--- config.mk ---
export PLATFORM = sky130hd
export DESIGN_NAME = pc_sequencer
export DESIGN_NICKNAME = d
export VERILOG_FILES = /design/src/rtl/pc_seq_pkg.sv /design/src/rtl/pc_target_adder.sv /design/src/rtl/pc_sequencer.sv
export SDC_FILE = /design/constraint.sdc
export NUM_CORES = 1
export LEC_CHECK = 0
export CORE_ASPECT_RATIO = 1.1
export CORE_MARGIN = 1.5
export CORE_UTILIZATION = 40
export CTS_CLUSTER_SIZE = 40
export DETAILED_ROUTE_END_ITERATION = 8
export PLACE_DENSITY = 0.65
export SLEW_MARGIN = 20
export SYNTH_ARGS = -nofsm -noshare
export SYNTH_HDL_FRONTEND = slang
export SYNTH_SLANG_ARGS = --single-unit
--- constraint.sdc ---
create_clock -name clock -period 5.48 [get_ports clock]
set_input_delay 0.822 -clock clock [delete_from_list [all_inputs] [get_ports clock]]
set_output_delay 0.822 -clock clock [all_outputs]
set_load 0.05 [all_outputs]
--- src/rtl/pc_seq_pkg.sv ---
// Shared types and constants for the fetch/decode/update next-PC controller.
package pc_seq_pkg;

    typedef enum logic [2:0] {
        IDLE    = 3'd0,
        FETCH   = 3'd1,
        DECODE  = 3'd2,
        UPDATE  = 3'd3,
        HALTED  = 3'd4
    } state_e;

    localparam int unsigned DEFAULT_ADDR_W   = 32;
    localparam logic [31:0] DEFAULT_RESET_PC = 32'd0;
    localparam int unsigned PC_INC           = 1;

    function automatic logic redirect_taken(input logic is_branch,
                                            input logic branch_cond,
                                            input logic is_jal);
        return is_jal | (is_branch & branch_cond);
    endfunction

endpackage

--- src/rtl/pc_target_adder.sv ---
// Branch/jump target: PC plus the byte immediate converted to words (arithmetic shift).
module pc_target_adder #(
    parameter int unsigned ADDR_W = 32
) (
    input  logic [ADDR_W-1:0] pc,
    input  logic [ADDR_W-1:0] imm,
    output logic [ADDR_W-1:0] target
);

    logic signed [ADDR_W-1:0] word_off;

    // imm[1:0] falls off the shift; the sum wraps modulo 2^ADDR_W.
    assign word_off = $signed(imm) >>> 2;
    assign target   = pc + $unsigned(word_off);

endmodule

--- src/rtl/pc_sequencer.sv ---
// Multi-cycle next-PC controller: FETCH -> DECODE -> UPDATE loop with stall and halt.
module pc_sequencer
    import pc_seq_pkg::*;
#(
    parameter int unsigned        ADDR_W   = DEFAULT_ADDR_W,
    parameter logic [ADDR_W-1:0]  RESET_PC = ADDR_W'(DEFAULT_RESET_PC),
    parameter int unsigned        CNT_W    = 16
) (
    input  logic              clock,
    input  logic              reset,
    input  logic              start,
    output logic              imem_req,
    output logic [ADDR_W-1:0] imem_addr,
    input  logic              imem_ack,
    output logic              instr_valid,
    input  logic              branch_valid,
    input  logic              is_branch,
    input  logic              branch_cond,
    input  logic              is_jal,
    input  logic [ADDR_W-1:0] imm,
    input  logic              stall,
    input  logic              halt,
    output logic [ADDR_W-1:0] pc,
    output logic              redirect,
    output logic              busy,
    output logic [CNT_W-1:0]  taken_count,
    output state_e            state_dbg
);

    state_e              state_q, state_d;
    logic [ADDR_W-1:0]   pc_q, pc_d;
    logic [CNT_W-1:0]    cnt_q, cnt_d;
    logic                first_q, first_d;
    logic                dec_branch_q, dec_branch_d;
    logic                dec_cond_q, dec_cond_d;
    logic                dec_jal_q, dec_jal_d;
    logic [ADDR_W-1:0]   dec_imm_q, dec_imm_d;
    logic [ADDR_W-1:0]   target;

    pc_target_adder #(.ADDR_W(ADDR_W)) u_target_adder (
        .pc     (pc_q),
        .imm    (dec_imm_q),
        .target (target)
    );

    always_ff @(posedge clock or negedge reset) begin
        if (!reset) begin
            state_q      <= IDLE;
            pc_q         <= RESET_PC;
            cnt_q        <= '0;
            first_q      <= 1'b0;
            dec_branch_q <= 1'b0;
            dec_cond_q   <= 1'b0;
            dec_jal_q    <= 1'b0;
            dec_imm_q    <= '0;
        end else begin
            state_q      <= state_d;
            pc_q         <= pc_d;
            cnt_q        <= cnt_d;
            first_q      <= first_d;
            dec_branch_q <= dec_branch_d;
            dec_cond_q   <= dec_cond_d;
            dec_jal_q    <= dec_jal_d;
            dec_imm_q    <= dec_imm_d;
        end
    end

    // Fetch handshake: imem_req is held high for the whole FETCH state and the
    // transfer completes on the first cycle in which imem_req and imem_ack are both high.
    always_comb begin
        state_d      = state_q;
        pc_d         = pc_q;
        cnt_d        = cnt_q;
        first_d      = 1'b0;
        dec_branch_d = dec_branch_q;
        dec_cond_d   = dec_cond_q;
        dec_jal_d    = dec_jal_q;
        dec_imm_d    = dec_imm_q;
        imem_req     = 1'b0;
        instr_valid  = 1'b0;
        redirect     = 1'b0;
        case (state_q)
            IDLE: begin
                if (start) state_d = FETCH;
            end
            FETCH: begin
                imem_req = 1'b1;
                if (imem_ack) begin
                    state_d = DECODE;
                    first_d = 1'b1;
                end
            end
            DECODE: begin
                instr_valid = first_q;
                if (!stall && branch_valid) begin
                    dec_branch_d = is_branch;
                    dec_cond_d   = branch_cond;
                    dec_jal_d    = is_jal;
                    dec_imm_d    = imm;
                    state_d      = UPDATE;
                end
            end
            UPDATE: begin
                if (!stall) begin
                    if (redirect_taken(dec_branch_q, dec_cond_q, dec_jal_q)) begin
                        pc_d     = target;
                        redirect = 1'b1;
                        // Saturate rather than wrap so a long run never reads as few redirects.
                        if (cnt_q != '1) cnt_d = cnt_q + 1'b1;
                    end else begin
                        pc_d = pc_q + ADDR_W'(PC_INC);
                    end
                    state_d = halt ? HALTED : FETCH;
                end
            end
            HALTED: begin
            end
            default: state_d = IDLE;
        endcase
    end

    assign imem_addr   = pc_q;
    assign pc          = pc_q;
    assign taken_count = cnt_q;
    assign busy        = (state_q != IDLE) && (state_q != HALTED);
    assign state_dbg   = state_q;

endmodule

==> out/qor.yml <==
grt:
  grt_use_met3: 0.0351
  busiest_layer: "met2"
  grt_pass1_vias: 4542
  met1_usage: 0.234
  grt_pass1_wl_um: 21700
  grt_max_degree: 63
  grt_util_met2: 0.311
  grt.total_usage: 0.184
  grt_overflow: 0
  antenna_found_initial: 0
job:
  drv_cap: 0
cells_and_area:
  n_antenna_cell: 0
  area_growth_pct: 27.9
  final_area_um2: 7200
  drive_gt1_frac: 0.110
  nNetsFinal: 760
  fin_cells: 878
yosys:
  synth_seq_cells: 85
  syn_nets: 672
  synth_top_area_frac: 0.378
  synth_top_area_cell: "dfrtp_1"
  ys_seq_area_frac: 0.378
  avgSynthCellArea_um2: 9.43
  synthCells: 597
  syn_area_um2: 5630
  synth_edf_count: 0
  yosys_warnings: 0
  synth_commonest_cells: "dfrtp_1, nand2_1, o21ai_0"
  async_flop_share: 1.00
  synth_cell_types: 67
  synth_most_common_cell: "dfrtp_1"
  synthFlopType: "dfrtp_1"
  synthTopCellsByArea: "dfrtp_1, ha_1, mux2_2"
sta:
  fin_setup_tns_ns: 0
  tightest_slew_ns: 0.828
  fmax_ghz: 0.268
  slew_headroom: 0.448
  setup_viol: 0
  slew_viol_final: 0
  hold_viol_final: 0
  finalWorstSetupSlack_ns: 1.74
  finalClockSkew_ns: 0.00683
  period_share: 0.682
  period_needed_ns: 3.74
  timing.hold.ws_ns: 0.464
  rsz0062_at_grt: "no"
setup_path:
  cp-startpoint: "dec_cond_q"
  worst_ep_arrival_time_ns: 3.95
  cp_max_fo: 15
  r2r-start: "dec_cond_q"
  worst_setup_path_end_kind: "flip-flop"
  cp.required_ns: 5.70
  rr_endpoint: "imem_addr[30]"
  rr_worst_depth: 11
  start_kind: "flip-flop"
  worstSetupPathType: "reg -> reg"
  reg2reg_slack_ns: 1.74
detailed_routing:
  ant_nets: 0
  drc: 0
  drt-vias-per-instance: 5.22
  wl_per_cell_um: 14.8
  wl_um: 13000
  vias: 4583
  drt_iter0_markers: 215
  first_pass_iters: 4
clock_network:
  cts.reportedPaths.clkPinSlew_ns: 0.06
  numClockSinks: 85
  clkLatencyLatePin_ns: 0.34
  cts_hold_buf: 0
  cts_resized: 0
  cts-root-buf: "clkbuf_16"
  cts_max_level: 3
  postCtsSetupRepairBufs: 0
  cts_tree: "done"
  cts_max_path_buffers: 2
  cts_buffers: 9
placed_design:
  port-buffer-count: 126
  place_area_um2: 6850
  gp_congestion: 0.849
  place_ws_ns: 1.75
  placed_cells: 862
  dp_hpwl_um: 9560
die:
  die_area_um2: 14800
  core_area_um2: 13800
  dieWidth_um: 116
  die_h_um: 127
  rows: 45
  start_util: 0.408
  num_io_pins: 129
power:
  p_leak_uw: 0.00321
  ir_drop_v: 0.000326
  p_per_area_nw_per_um2: 660
outcome:
  outcome: "complete, no violations"
hold_path:
  hp-class: "in -> async"
==> layer usage <==
layer	up-vias	wire length (um)
met3	19	553
met5	-	0
met2	118	6370
met4	0	218
li1	2265	-
met1	2181	5850
==> worst max-delay path, stage by stage (launching register included) <==
cell and delay, ns:
dfrtp_1 0.39, a21oi_2 0.67, nor2b_1 0.18, fa_1 0.47, a21o_1 0.22, a221o_1 0.35
a41o_1 0.30, a21oi_1 0.24, a21oi_1 0.14, o22ai_2 0.23, nor3_1 0.08, or3_1 0.35
==> cells by family after synthesis <==
kind of cell / Yosys count / synth area share
buffers and inverters: 71 / 0.0698
adder cells (fa/ha/maj): 33 / 0.0746
multiplexers: 40 / 0.0791
XOR/XNOR: 34 / 0.0529
AND/OR/NAND/NOR: 202 / 0.185
flip-flops: 85 / 0.378
AO/OA/AOI/OAI: 132 / 0.161
==> worst max-delay path by stage <==
stage	end	cells past startpoint
after floorplan	imem_addr[28]	14
after global placement	imem_addr[30]	11
after detailed placement	imem_addr[31]	12
after CTS	imem_addr[31]	12
after global routing	imem_addr[31]	12
final	imem_addr[30]	11
==> power breakdown <==
part,leakage (uW),internal [uW],switching [uW]
sequential,0.00108,869,214
combinational,0.00196,1110,1850
clock,0.000170,460,253
total,0.00321,2440,2320
==> cell usage in the layout (no fill, tap or decap), drive strengths merged, types with 2 or more instances in the layout <==
cell type      instances
mux2                  36
nand3                 16
ha                    32
o2111a                 2
o21a                   2
nor4                   3
o22ai                  3
a21oi                 36
clkdlybuf4s50        125
clkinv                 2
xor2                  10
or2                    4
a21o                  11
a221o                  2
inv                   16
o211ai                 2
dfrtp                 85
buf                    7
and2                   4
o31ai                  3
a211oi                 5
o211a                  2
o41ai                  4
nand2                 72
nor2b                 34
and3                   5
clkbuf                11
mux2i                  4
nor3                  11
xnor2                 24
or3                    5
nand4                 10
nand2b                 3
o21ai                 43
bufinv                 3
and4                   5
nor2                  24
o311ai                 2
o21bai                 5
==> final cells by class <==
cell class                      instances  area, um2
Clock inverter                          5        108
Multi-Input combinational cell        441       3130
Inverter                               16       60.1
Clock buffer                           11        243
Timing Repair Buffer                  132       1300
Sequential cell                        85       2130
Tap cell                              188        235
Fill cell                            1269       6590
==> stage by stage <==
step / total power, uW / util
after floorplan: 3350 / -
after global placement: 4000 / 0.497
after global routing: 5100 / 0.522
after CTS: 4780 / 0.522
final: 4750 / 0.522
after detailed placement: 4040 / 0.497
==> flip-flops by register name, summed over array words and instances, names as in the netlist <==
register	cells
dec_branch_q	1
first_q	1
dec_jal_q	1
taken_count	16
dec_cond_q	1
state_dbg	3
dec_imm_q	30
imem_addr	32
No activity file was read; power rests on OpenSTA's default activity.
==> RTL change 1, RTL diff (config.mk and constraints unchanged) <==
The package constant `DEFAULT_ADDR_W` goes from 32 to 16.
--- a/src/rtl/pc_seq_pkg.sv
+++ b/src/rtl/pc_seq_pkg.sv
@@ -11,3 +11,3 @@
 
-    localparam int unsigned DEFAULT_ADDR_W   = 32;
+    localparam int unsigned DEFAULT_ADDR_W   = 16;
     localparam logic [31:0] DEFAULT_RESET_PC = 32'd0;
Ports: changed (resized imem_addr, imm and pc); port bits go from 129 to 81. No check against the original RTL was run, so the function may have changed too.
==> RTL change 1 against the original RTL <==
Cell count shrank 46%. Sequential share of layout area rose by 3.8 points. Count of clock-buffer cells in the layout fell by 6. Sequential cell count is 32 lower. Synthesized area is 45% lower. Final area is 45% lower. Worst setup slack better by 0.092 ns. Fmax rose by 2.5%. Via count is 48% lower. Register-to-register slack gained 0.83 ns. Routed wire length decreased by 50%. Critical path depth fell by 6.
Power is left out: it rests on default switching activity, and per cell area and clock period it moved more than threefold.
==> RTL change 1: results (changes against the original RTL) <==
| Metric | Value |
|---|---|
| Outcome | finished, final reports clean (unchanged) |
| Arrival time at the worst endpoint | 2.82 ns (was 3.95 ns) |
| DP Area | 3880 um^2 (was 6850 um^2) |
| Mux share of post-synthesis cell area | 7.72% (was 7.91%) |
| CTS Buf Count | 5 (was 9) |
| CP delay by family, top | buffers and inverters (was compound AO/OA/AOI/OAI gates) |
| Worst-Skew Late Latency | 0.32 ns (was 0.34 ns) |
| Placed wire-length estimate | 4620 um (was 9560 um) |
| XOR/XNOR Fraction of Synth Area | 7.04% (was 5.29%) |
| Initial drt markers | 104 (was 215) |
| Placer Congestion | 0.858 (was 0.849) |
| Min-Delay Path Class | reg2reg (was in2async) |
| Final Skew | 0.0125 ns (was 0.00683 ns) |
| Total GRT Usage | 16.6% (was 18.4%) |
| Fin cells | 475 (was 878) |
| Slew Limit Headroom | 32.8% (was 44.8%) |
| Nets@finish | 412 (was 760) |
| Synth top area cells | dfrtp_1, ha_1, mux2_4 (was dfrtp_1, ha_1, mux2_2) |
| Compound-Gate Fraction of Synth Area | 13.8% (was 16.1%) |
| Vias per inst | 5.05 (was 5.22) |
| First-pass GRT wire length | 10900 um (was 21700 um) |
| WL/cell | 13.6 um (was 14.8 um) |
| Net count after synthesis | 348 (was 672) |
| Filler Cell Count | 729 (was 1269) |
| Placed insts | 467 (was 862) |
| Synth cell types | 51 (was 67) |
| CP Max Fanout | 30 (was 15) |
| Clock transition at the registers of the reported paths | 0.09 ns (was 0.06 ns) |
| Commonest cells in the netlist | dfrtp_1, nand2_1, o21ai_0 (unchanged) |
[RTL change 1: worst reg2reg max path, cell delays in order (launching register included)]
cell and delay (ns):
dfrtp_1 0.39, a21oi_1 0.15, buf_4 0.25, or2_2 0.16, ha_1 0.19, fa_1 0.22, a21o_1 0.14, nand3_1 0.10
a31oi_1 0.45, o221ai_1 0.25, and3_1 0.24, o31ai_1 0.25
[RTL change 1: final timing paths]
| kind | start | to | slack, ns |
|---|---|---|---|
| max | stall | redirect | 1.83 |
| min | imem_addr[15]$_DFFE_PN0P_ | imem_addr[15]$_DFFE_PN0P_ | 0.49 |
| max reg2reg | dec_branch_q$_DFFE_PN0P_ | imem_addr[12]$_DFFE_PN0P_ | 2.57 |
| min in group asynchronous | reset | imem_addr[12]$_DFFE_PN0P_ | 0.61 |
| min reg2reg | imem_addr[15]$_DFFE_PN0P_ | imem_addr[15]$_DFFE_PN0P_ | 0.49 |
| max in group asynchronous | reset | imem_addr[14]$_DFFE_PN0P_ | 4.39 |
[RTL change 1: logic make-up (layout without fill, tap and decap cells)]
kind of cell / count (synthesis) / after routing
simple gates: 95 / 95
compound gates: 66 / 66
flops: 53 / 53
buf+inv: 31 / 96
xor+xnor: 25 / 25
mux: 18 / 18
fa+ha+maj: 17 / 17
[RTL change 1: routing by layer]
metal	GRT usage (%)	routed length, um	vias to the layer above
met1	21.2	2890	1139
met5	0	0	-
met4	4.70	82	0
li1	-	-	1193
met3	4.07	374	8
met2	28.0	3110	61
[RTL change 1: stage by stage]
| stage | utilization, % | setup slack, ns | hold WS, ns |
|---|---|---|---|
| floorplan | - | 2.18 | 0.471 |
| global placement | 51.6 | 1.84 | 0.480 |
| detailed placement | 51.6 | 1.83 | 0.486 |
| CTS | 52.9 | 1.82 | 0.502 |
| global route | 52.9 | 1.65 | 0.521 |
| finish | 52.9 | 1.83 | 0.490 |
[RTL change 1: final cells by class]
class                      instances  area (um^2)  share of cell area [%]
clock buffer                       5         68.8                    1.73
tap                              105          131                    3.31
sequential                        53         1330                    33.4
inverter                           7         26.3                   0.661
multi-input combinational        221         1600                    40.2
clock inverter                     3         26.3                   0.661
timing repair buffer              81          798                    20.1
==> RTL change 2, RTL diff (same settings) <==
Made on the original files. Take the reset off `dec_imm_q` and load it in a clocked block of its own.
--- a/src/rtl/pc_sequencer.sv
+++ b/src/rtl/pc_sequencer.sv
@@ -54,3 +54,2 @@
             dec_jal_q    <= 1'b0;
-            dec_imm_q    <= '0;
         end else begin
@@ -63,4 +62,7 @@
             dec_jal_q    <= dec_jal_d;
-            dec_imm_q    <= dec_imm_d;
         end
+    end
+
+    always_ff @(posedge clock) begin
+        dec_imm_q <= dec_imm_d;
     end
Function: same outputs for any inputs over 10 cycles, from zero or initial values and one cycle with reset low; that may be too few to reach the edited logic, so the function may still have changed.
==> RTL change 2 against the original RTL <==
Die area down 7.3%. Routed wire length down 11%. Cell count down 11%. Worst setup slack worse by 0.046 ns. Sequential cell count unchanged. Worst hold slack better by 0.036 ns. Register-to-register slack better by 0.17 ns. Final area down 7.3%. Power down 16%. Fmax down 1.2%. Synthesized area down 7.5%.
==> RTL change 2: results (changes against the original RTL) <==
| Metric | Value |
|---|---|
| Outcome | finished, final reports clean (unchanged) |
| Via count | 4043 (was 4583) |
| Nets@finish | 694 (was 760) |
| Clock Buffer Count | 13 (was 11) |
| Post-cts resize count | 0 (unchanged) |
| Final core utilization | 52.8% (was 52.2%) |
| Commonest cells in the netlist | nand2_1, dfrtp_1, buf_4, nor2b_1, ha_1 (was dfrtp_1, nand2_1, o21ai_0) |
| Routed met2 length | 5350 um (was 6370 um) |
| Count of plain and timing-repair buffers | 130 (was 132) |
| Mean post-synth cell area | 9.87 um^2 (was 9.43 um^2) |
| Initial drt markers | 174 (was 215) |
| M3 GR Usage | 4.10% (was 3.51%) |
| CP max stage cell | clkdlybuf4s50_1 (was a21oi_2) |
| Worst slew pin tran | 0.742 ns (was 0.828 ns) |
| Post-synth ARST share | 64.7% (was 100%) |
| Leak | 2.84 nW (was 3.21 nW) |
| Peak supply drop | 0.421 mV (was 0.326 mV) |
| Place WS | 1.64 ns (was 1.75 ns) |
| XOR/XNOR Fraction of Synth Area | 6.73% (was 5.29%) |
| #MultiIn Comb | 384 (was 441) |
| Wl on met1 | 5280 um (was 5850 um) |
| Number of global-route vias before repair | 3919 (was 4542) |
| CP delay by family, top | buffers and inverters (was compound AO/OA/AOI/OAI gates) |
| Die Area | 13700 um^2 (was 14800 um^2) |
| Seq/total area | 34.1% (was 29.5%) |
| Psw | 1.97 mW (was 2.32 mW) |
| Placer Congestion | 0.865 (was 0.849) |
| Synth Area in Adders | 8.07% (was 7.47%) |
| WL/cell | 14.8 um (about the same) |
| Synth top area cells | dfrtp_1, edfxtp_1, ha_1 (was dfrtp_1, ha_1, mux2_2) |
| Compound-Gate Fraction of Synth Area | 16.1% (about the same) |
| Switching Fraction | 49.6% (was 48.8%) |
| Sequential cells | 85 (unchanged) |
| Clock network area share | 4.35% (was 4.86%) |
| Inverter count | 9 (was 16) |
| Fraction of layout cells with a size suffix above 1 | 6.73% (was 11.0%) |
| Placed wire-length estimate | 8580 um (was 9560 um) |
| DP Area | 6380 um^2 (was 6850 um^2) |
| Min-Delay Path Class | reg2reg (was in2async) |
| Multi-input logic portion of the cell area | 38.8% (was 43.4%) |
| Arrival time at the worst endpoint | 2.96 ns (was 3.95 ns) |
| Comb pwr share | 60.8% (was 62.2%) |
| Number of synthesized flops with an enable pin | 30 (was 0) |
| First-pass GRT wire length | 18600 um (was 21700 um) |
| Post-Route WL | 11600 um (was 13000 um) |
| Synth cell types | 59 (was 67) |
| CP Max Fanout | 60 (was 15) |
| Metal3 WL | 653 um (was 553 um) |
| Grt met1 use | 22.3% (was 23.4%) |
| Part of the Yosys area used for sequential elements | 43.7% (was 37.8%) |
| Crit-path max cell delay | 0.83 ns (was 0.67 ns) |
| Met2 Use GR | 27.6% (was 31.1%) |
| Mux share of post-synthesis cell area | 0.817% (was 7.91%) |
RTL change 2: changes by cell type after synthesis, sizes merged, moves of 5 or more:
cell	unedited run	this run
mux2	36	2
edfxtp	0	30
inv	16	9
o21ai	43	33
nor3	11	5
xor2	10	18
nand3	16	8
dfrtp	85	55
clkbuf	17	10
nor2	24	29
a21o	11	17
RTL change 2: worst paths after layout:
kind                                             start                          end  slack [ns]
max                                              stall                     redirect        1.70
min                        taken_count[15]$_DFFE_PN0P_  taken_count[15]$_DFFE_PN0P_        0.50
max reg2reg                   dec_branch_q$_DFFE_PN0P_    imem_addr[28]$_DFFE_PN0P_        1.91
min reg2reg                taken_count[15]$_DFFE_PN0P_  taken_count[15]$_DFFE_PN0P_        0.50
max in group asynchronous                        reset    imem_addr[27]$_DFFE_PN0P_        4.36
min in group asynchronous                        reset  taken_count[12]$_DFFE_PN0P_        0.64
